File: src/rtl/fir_filter_pipe_if.sv
// Streaming sample interface for fir_filter_pipe: input samples (x) and filtered
// output samples (y), each with valid/ready handshake and an even-parity bit.
interface fir_filter_pipe_if #(
    parameter int DATA_WIDTH = 16
);
    logic [DATA_WIDTH-1:0] x_data;
    logic                  x_valid;
    logic                  x_parity;
    logic                  x_ready;
    logic [DATA_WIDTH-1:0] y_data;
    logic                  y_valid;
    logic                  y_parity;
    logic                  y_ready;

    modport master (
        output x_data, x_valid, x_parity, y_ready,
        input  x_ready, y_data, y_valid, y_parity
    );

    modport slave (
        input  x_data, x_valid, x_parity, y_ready,
        output x_ready, y_data, y_valid, y_parity
    );
endinterface

File: src/rtl/fir_filter_pipe.sv
// TAPS-tap unsigned FIR with programmable coefficients, two-stage pipeline
// (products, then sum), valid/ready backpressure and parity poison tracking.
module fir_filter_pipe #(
    parameter int DATA_WIDTH = 16,
    parameter int TAPS       = 4,
    parameter int COEF_WIDTH = 8,
    parameter int RESET_C0   = 4,
    localparam int IDX_WIDTH = (TAPS > 1) ? $clog2(TAPS) : 1
) (
    input  logic                  clk,
    input  logic                  rst,
    fir_filter_pipe_if.slave      bus,
    input  logic                  coef_wr,
    input  logic [IDX_WIDTH-1:0]  coef_idx,
    input  logic [COEF_WIDTH-1:0] coef_data,
    input  logic                  flush,
    output logic [7:0]            err_count
);

    logic [DATA_WIDTH-1:0] d         [TAPS];
    logic                  perr      [TAPS];
    logic [COEF_WIDTH-1:0] coef      [TAPS];
    logic [DATA_WIDTH-1:0] prod      [TAPS];
    logic [DATA_WIDTH-1:0] prod_next [TAPS];

    logic                  stall;
    logic                  accept;
    logic                  x_bad;
    logic                  s1_valid;
    logic                  s1_poison;
    logic                  s1_poison_next;
    logic [DATA_WIDTH-1:0] sum_next;
    logic [DATA_WIDTH-1:0] y_data_q;
    logic                  y_valid_q;
    logic                  y_parity_q;

    assign stall  = y_valid_q & ~bus.y_ready;
    assign accept = bus.x_valid & ~stall & ~flush;
    assign x_bad  = bus.x_parity ^ (^bus.x_data);

    assign bus.x_ready  = ~stall;
    assign bus.y_data   = y_data_q;
    assign bus.y_valid  = y_valid_q;
    assign bus.y_parity = y_parity_q;

    // Only the low DATA_WIDTH bits of each product matter, since the output
    // sum wraps modulo 2^DATA_WIDTH.
    always_comb begin
        prod_next[0]   = DATA_WIDTH'(coef[0]) * bus.x_data;
        s1_poison_next = x_bad;
        for (int i = 1; i < TAPS; i++) begin
            prod_next[i]   = DATA_WIDTH'(coef[i]) * d[i-1];
            s1_poison_next = s1_poison_next | perr[i-1];
        end
    end

    always_comb begin
        sum_next = '0;
        for (int i = 0; i < TAPS; i++) begin
            sum_next = sum_next + prod[i];
        end
    end

    always_ff @(posedge clk or negedge rst) begin
        if (!rst) begin
            for (int i = 0; i < TAPS; i++) begin
                d[i]    <= '0;
                perr[i] <= 1'b0;
                prod[i] <= '0;
            end
            s1_valid   <= 1'b0;
            s1_poison  <= 1'b0;
            y_data_q   <= '0;
            y_valid_q  <= 1'b0;
            y_parity_q <= 1'b0;
        end else if (flush) begin
            for (int i = 0; i < TAPS; i++) begin
                d[i]    <= '0;
                perr[i] <= 1'b0;
            end
            s1_valid  <= 1'b0;
            y_valid_q <= 1'b0;
        end else if (!stall) begin
            if (accept) begin
                d[0]    <= bus.x_data;
                perr[0] <= x_bad;
                for (int i = 1; i < TAPS; i++) begin
                    d[i]    <= d[i-1];
                    perr[i] <= perr[i-1];
                end
                for (int i = 0; i < TAPS; i++) begin
                    prod[i] <= prod_next[i];
                end
                s1_poison <= s1_poison_next;
            end
            s1_valid   <= accept;
            y_data_q   <= sum_next;
            y_valid_q  <= s1_valid;
            y_parity_q <= (^sum_next) ^ s1_poison;
        end
    end

    // Coefficient writes ignore stall; an index with no matching tap is dropped.
    always_ff @(posedge clk or negedge rst) begin
        if (!rst) begin
            for (int i = 0; i < TAPS; i++) begin
                coef[i] <= (i == 0) ? COEF_WIDTH'(RESET_C0) : '0;
            end
        end else begin
            for (int i = 0; i < TAPS; i++) begin
                if (coef_wr && (coef_idx == IDX_WIDTH'(i))) begin
                    coef[i] <= coef_data;
                end
            end
        end
    end

    always_ff @(posedge clk or negedge rst) begin
        if (!rst) begin
            err_count <= '0;
        end else if (accept && x_bad && (err_count != 8'hFF)) begin
            err_count <= err_count + 8'd1;
        end
    end

endmodule

File: src/flat_wrapper.sv
// flat-port wrapper written by rule: the top's interface ports become plain ports
module fir_filter_pipe_flat 
#(
    parameter int DATA_WIDTH = 16,
    parameter int TAPS       = 4,
    parameter int COEF_WIDTH = 8,
    parameter int RESET_C0   = 4,
    localparam int IDX_WIDTH = (TAPS > 1) ? $clog2(TAPS) : 1
)
  (clk, rst, coef_wr, coef_idx, coef_data, flush, err_count, bus_x_data, bus_x_valid, bus_x_parity, bus_y_ready, bus_x_ready, bus_y_data, bus_y_valid, bus_y_parity);
  fir_filter_pipe_if #(.DATA_WIDTH(DATA_WIDTH)) bus_i ();
  input  logic clk;
  input  logic rst;
  input  logic coef_wr;
  input  logic [IDX_WIDTH-1:0] coef_idx;
  input  logic [COEF_WIDTH-1:0] coef_data;
  input  logic flush;
  output logic [7:0] err_count;
  input wire logic [$bits(bus_i.x_data)-1:0] bus_x_data;
  input wire logic [$bits(bus_i.x_valid)-1:0] bus_x_valid;
  input wire logic [$bits(bus_i.x_parity)-1:0] bus_x_parity;
  input wire logic [$bits(bus_i.y_ready)-1:0] bus_y_ready;
  output wire logic [$bits(bus_i.x_ready)-1:0] bus_x_ready;
  output wire logic [$bits(bus_i.y_data)-1:0] bus_y_data;
  output wire logic [$bits(bus_i.y_valid)-1:0] bus_y_valid;
  output wire logic [$bits(bus_i.y_parity)-1:0] bus_y_parity;
  assign bus_i.x_data = bus_x_data;
  assign bus_i.x_valid = bus_x_valid;
  assign bus_i.x_parity = bus_x_parity;
  assign bus_i.y_ready = bus_y_ready;
  assign bus_x_ready = bus_i.x_ready;
  assign bus_y_data = bus_i.y_data;
  assign bus_y_valid = bus_i.y_valid;
  assign bus_y_parity = bus_i.y_parity;
  fir_filter_pipe #(.DATA_WIDTH(DATA_WIDTH), .TAPS(TAPS), .COEF_WIDTH(COEF_WIDTH), .RESET_C0(RESET_C0)) u_core (.clk(clk), .rst(rst), .bus(bus_i), .coef_wr(coef_wr), .coef_idx(coef_idx), .coef_data(coef_data), .flush(flush), .err_count(err_count));
endmodule
File: config.mk
export PLATFORM = sky130hd
export DESIGN_NAME = fir_filter_pipe_flat
export DESIGN_NICKNAME = d
export VERILOG_FILES = /design/src/rtl/fir_filter_pipe_if.sv /design/src/rtl/fir_filter_pipe.sv /design/src/flat_wrapper.sv
export SDC_FILE = /design/constraint.sdc
export NUM_CORES = 1
export LEC_CHECK = 0
export BUFFER_PORTS_ARGS = -buffer_cell sky130_fd_sc_hd__buf_2
export CORE_MARGIN = 2
export CORE_UTILIZATION = 45
export DETAILED_ROUTE_END_ITERATION = 8
export GPL_TIMING_DRIVEN = 0
export SLEW_MARGIN = 20
export SYNTH_ARGS = -nofsm -noshare
export SYNTH_HDL_FRONTEND = slang
export SYNTH_SLANG_ARGS = --single-unit
File: constraint.sdc
create_clock -name clk -period 4.7 [get_ports clk]
set_input_delay 1.41 -clock clk [delete_from_list [all_inputs] [get_ports clk]]
set_output_delay 1.41 -clock clk [all_outputs]
set_load 0.05 [all_outputs]
== After elaboration in Yosys (flattened, before gate mapping) ==
Cells that the tools add are included.
Storage, ports and cells
  flip-flop bits (word level): 175
  output and inout bits: 27
  logic and storage cells: 67
Operators by class
  add/subtract/negate cells: 4
  multipliers: 4
  equal/unequal tests: 5
  muxes and demuxes: 10
  bitwise logic cells: 11
  reduce and logical (&&, ||, !) cells: 13
Operator list (number)
  $mux 64: 3
  $mul 8x16->16: 4
  $add 16x16->16: 3
  $reduce_xor 16->1: 2
  $mux 4: 3
  $add 8x1->8 const B: 1
  $ne 8x8->1 const B: 1
  $logic_and 1x1->1: 6
  $eq 2x2->1 const B: 2
  $mux 1: 4
  $reduce_and 2->1: 2
  $and 1x1->1: 3
  $not 1->1: 3
  $or 1x1->1: 3
  $reduce_and 3->1: 1
  $eq 2x1->1 const B: 1
  $logic_not 2->1: 1
  $ne 2x2->1 const B: 1
  $reduce_bool 2->1: 1
  $xor 1x1->1: 2

== Depth between registers and ports, before layout ==
  word-level depth: 8
  gate-level depth with buffers: 21
  depth with buffers taken out: 20

== Worst setup path after synthesis ==
OpenSTA, ideal clock, no wires.
  kind: in2reg
  start: input bus_x_data[5]
  end: register u_core.prod[63] (netlist bit)
  library setup time: 0.095 ns
  arrival time: 5.414 ns
  data required time: 4.605 ns
  path slack: -0.810 ns
  cell stages on the path: 18
  cell sequence: clkbuf_1 > nand2_1 > fa_1 > fa_1 > inv_1 > fa_1 > inv_1 > fa_1 > inv_1 > ha_1 > a21boi_0 > o21ai_0 > a21boi_0 > o21ai_0 > nand2b_1 > a311oi_1 > nor4_1 > o31ai_1
On the way
  cells in the longest elaborated chain, start to end: 1
RTL lines
  from (decl): line flat_wrapper.sv:19  | input wire logic [$bits(bus_i.x_data)-1:0] bus_x_data;
  $mul 8x16->16: line fir_filter_pipe.sv:49  | prod_next[0] = DATA_WIDTH'(coef[0]) * bus.x_data;
  to (signal, indexed assignment): line fir_filter_pipe.sv:92  | prod[i] <= prod_next[i];
  to (decl): line fir_filter_pipe.sv:23  | logic [DATA_WIDTH-1:0] prod [TAPS];
No other way between the ends.
A chain may end at the register's enable or synchronous reset.

== Worst setup path in the final report ==
  start: input bus_x_data[3]
  end: register u_core.prod[61] (netlist bit)
Same word-level chain as after synthesis.

==> impl_metrics.csv <==
group,metric,value,unit
timing,final.period_utilization,104.8,%
timing,setup_tns,-0.4620,ns
floorplanning,die-area,44180,µm²
routing,via_per_inst,5.152,
routing,dr.max_layer_used,"met4",
hold_path,hold_path_depth,2,
final_layout,fin_nets,2532,
synthesis,synth_seq_cells,175,
synthesis,async_reset_ff_share,100.0,%
power,p_sw_share,47.13,%
clock_network,tritoncts,"yes",
synthesis,synth_warnings,0,
synthesis,synth_common_cells,"inv_1 (375), and2_1 (288), fa_1 (270)",
floorplanning,fp.dieW,210.2,µm
routing,drt_pass1_iterations,5,
synthesis,netlist_area,19130,µm²
floorplanning,core_area,41950,µm²
critical_path,cp-end-kind,"register",
clock_network,cts_max_level,4,
synthesis,synth.largest_area_cell,"fa_1",
hold_path,min-delay-start,"u_core.bus.y_data[1]$_DFFE_PN0P_",
run_status,failed_checks,"setup timing",
final_layout,drive_above_1_share,15.37,%
synthesis,synth_ff_type,"dfrtp_1",
critical_path,cp.arrival,5.25,ns
hold_path,hp-class,"register to register",
power,comb_power_share,69.9,%
critical_path,reg2reg_slack,-0.06,ns
place,gp_congestion,0.8751,
place,io_buffers,49,
clock_network,cts_buffers,17,
timing,timing.final.crit_period,4.924,ns
global_routing,grt_overflow_total,0,
floorplanning,die_height,210.2,µm
timing,fin_worst_skew,0.01500,ns
floorplanning,fp-row-count,75,
clock_network,cts.sinks,175,
hold_path,min_to,"u_core.bus.y_data[1]$_DFFE_PN0P_",
power,clockPowerShare,11.7,%
timing,hold_viol,0,
routing,wl_met3,2086,µm
timing,fmax,203.1,MHz
clock_network,clk_pin_slew,0.07,ns
clock_network,cts_buffer_depth,2,
final_layout,areaGrowthSynthToFinish,13.82,%
clock_network,ctsHoldBuffers,0,
routing,met2_length,23410,µm
routing,wl,49060,µm
timing,whs,0.4749,ns
clock_network,clk_latency,0.46,ns
timing,maxSlewViolCount,0,
global_routing,antenna_found_initial,0,
routing,wire_per_inst,18.39,µm
floorplanning,pin_count,60,
critical_path,rr_endpoint,"u_core.prod[61]$_DFFE_PN0P_",
timing,setup_slack,-0.2238,ns
synthesis,synth_cell_types,47,
synthesis,ys_seq_area_share,22.90,%
clock_network,cts_root_buffer,"clkbuf_16",
critical_path,r2r-start,"u_core.coef[26]$_DFFE_PN1P_",
power,seq_power_share,18.4,%
final_layout,fin_cells,2668,
critical_path,r2r_cells,19,
critical_path,crit_fanout,7,
critical_path,critPathLaunchType,"input port",
synthesis,netlist_top_cells_area,"fa_1 (28%), dfrtp_1 (23%), and2_1 (9.4%)",
synthesis,synth-edff-count,0,
place,dpl.cell_count,2609,
synthesis,synthCells,2018,
floorplanning,start_util,45.61,%
synthesis,yosysMostFrequentCell,"inv_1",
flow_run,drv_cap,0,
place,hpwl,38160,µm
synthesis,syn_area_per_cell,9.480,µm²
run_status,status,"finished, violations left",
timing,rsz0062_at_grt,"yes",
timing,tightest_slew,0.8241,ns
synthesis,yosysTopAreaCellShare,28.25,%
routing,wl_met1,22460,µm
final_layout,postLayoutCoreUtil,51.91,%
global_routing,grt.total_usage,23.51,%
routing,num_vias,13750,
global_routing,grt_max_degree,84,
routing,ant_nets,0,
routing,drc_errors,0,
power,cell_internal_pwr,6221,µW
timing,setup_violations,4,
power,p_leak,0.01060,µW
critical_path,crit_required,5.03,ns
critical_path,crit_type,"input port to register",
power,p_switching,5546,µW
power,ir_drop,0.0007280,V
routing,drtIter0Drc,660,
synthesis,synth_nets,2433,
power,power.density,540.4,nW/µm²
global_routing,grt_pass1_vias,14600,
timing,slew_headroom,45.06,%
global_routing,grt_pass1_wl,80030,µm
cell usage in the layout (no fill, tap or decap), types with 35 or more instances in the layout:
master,n
nand2_1,236
o21ai_0,57
and2_1,282
a22o_1,50
xnor2_1,97
xor2_1,35
inv_1,363
clkbuf_1,38
fa_1,264
dfrtp_2,36
ha_1,98
buf_4,46
buf_2,50
dfrtp_1,138
final cells by class:
| class | count | area, µm² |
|---|---|---|
| diodes | 1 | 2.502 |
| plain buffers | 60 | 469.2 |
| clock buffers | 22 | 454.2 |
| clock inverters | 8 | 83.83 |
| fillers | 3853 | 20170 |
| inverters | 375 | 1410 |
| multi-input cells | 1385 | 13540 |
| flip-flops and latches | 175 | 4425 |
| well taps | 539 | 674.4 |
| repair buffers | 103 | 719.4 |
flip-flops by register name, indices dropped and copies added, names as in the netlist:
name / count
u_core.d: 48
u_core.s1_valid: 1
u_core.prod: 64
u_core.bus.y_data: 16
u_core.s1_poison: 1
u_core.perr: 3
u_core.bus.y_valid: 1
u_core.err_count: 8
u_core.bus.y_parity: 1
u_core.coef: 32
logic make-up after synthesis:
| logic type | after synthesis | share of synthesized area [%] |
|---|---|---|
| compound gates | 215 | 7.574 |
| flops | 175 | 22.90 |
| fa+ha+maj | 382 | 35.58 |
| buf+inv | 458 | 8.986 |
| simple gates | 616 | 16.46 |
| mux | 33 | 1.942 |
| xor+xnor | 139 | 6.560 |
metrics by stage:
step	setup slack [ns]	power (µW)	instance area, µm²
finish	-0.2238	11770	21770
global route	-0.3464	12740	21770
CTS	-0.1819	11480	21150
detailed placement	-0.9622	9867	20270
global placement	-1.004	9739	20190
floorplan	-0.4657	8254	19270
power by group through the flow:
| stage | Sequential [µW] | Combinational, µW | Clock, µW |
|---|---|---|---|
| 2_1_floorplan | 2330 | 5920 | 0 |
| 3_3_place_gp | 2110 | 7630 | 0 |
| 3_5_place_dp | 2120 | 7750 | 0 |
| 4_1_cts | 2150 | 7930 | 1400 |
| 5_1_grt | 2200 | 9080 | 1450 |
| 6_report | 2160 | 8230 | 1380 |
timing repair:
action	CTS	global route
setup endpoints to repair	22	21
pin swaps	28	62
gates resized for setup	90	115
setup buffers	15	36
how the worst max path moves through the flow:
| stage | start | end | slack [ns] |
|---|---|---|---|
| 2_1_floorplan | bus_x_data[2] | u_core.prod[63]$_DFFE_PN0P_ | -0.47 |
| 3_3_place_gp | u_core.coef[2]$_DFFE_PN0P_ | u_core.prod[15]$_DFFE_PN0P_ | -1.00 |
| 3_5_place_dp | u_core.coef[3]$_DFFE_PN0P_ | u_core.prod[15]$_DFFE_PN0P_ | -0.96 |
| 4_1_cts | bus_x_data[2] | u_core.prod[63]$_DFFE_PN0P_ | -0.18 |
| 5_1_grt | bus_x_data[3] | u_core.prod[63]$_DFFE_PN0P_ | -0.35 |
| 6_report | bus_x_data[3] | u_core.prod[61]$_DFFE_PN0P_ | -0.22 |
layer usage:
metal  vias up  global-route usage [%]
met5         -                       0
met4         0                   6.554
met3        59                   3.367
met2       260                   38.17
met1      7074                   33.09
li1       6352                       -
worst max-delay path: stages:
cell	delay, ns
clkbuf_16	0.12
nand2_4	0.04
fa_1	0.51
fa_1	0.53
inv_2	0.04
fa_1	0.47
inv_1	0.05
fa_1	0.49
inv_2	0.04
ha_4	0.22
a21boi_4	0.14
o21ai_2	0.16
a21boi_2	0.08
o21ai_1	0.14
nand2b_1	0.13
buf_6	0.15
a311oi_2	0.26
xor2_1	0.19
o21ai_1	0.09
Note: power is estimated with default switching activity, not from simulation.
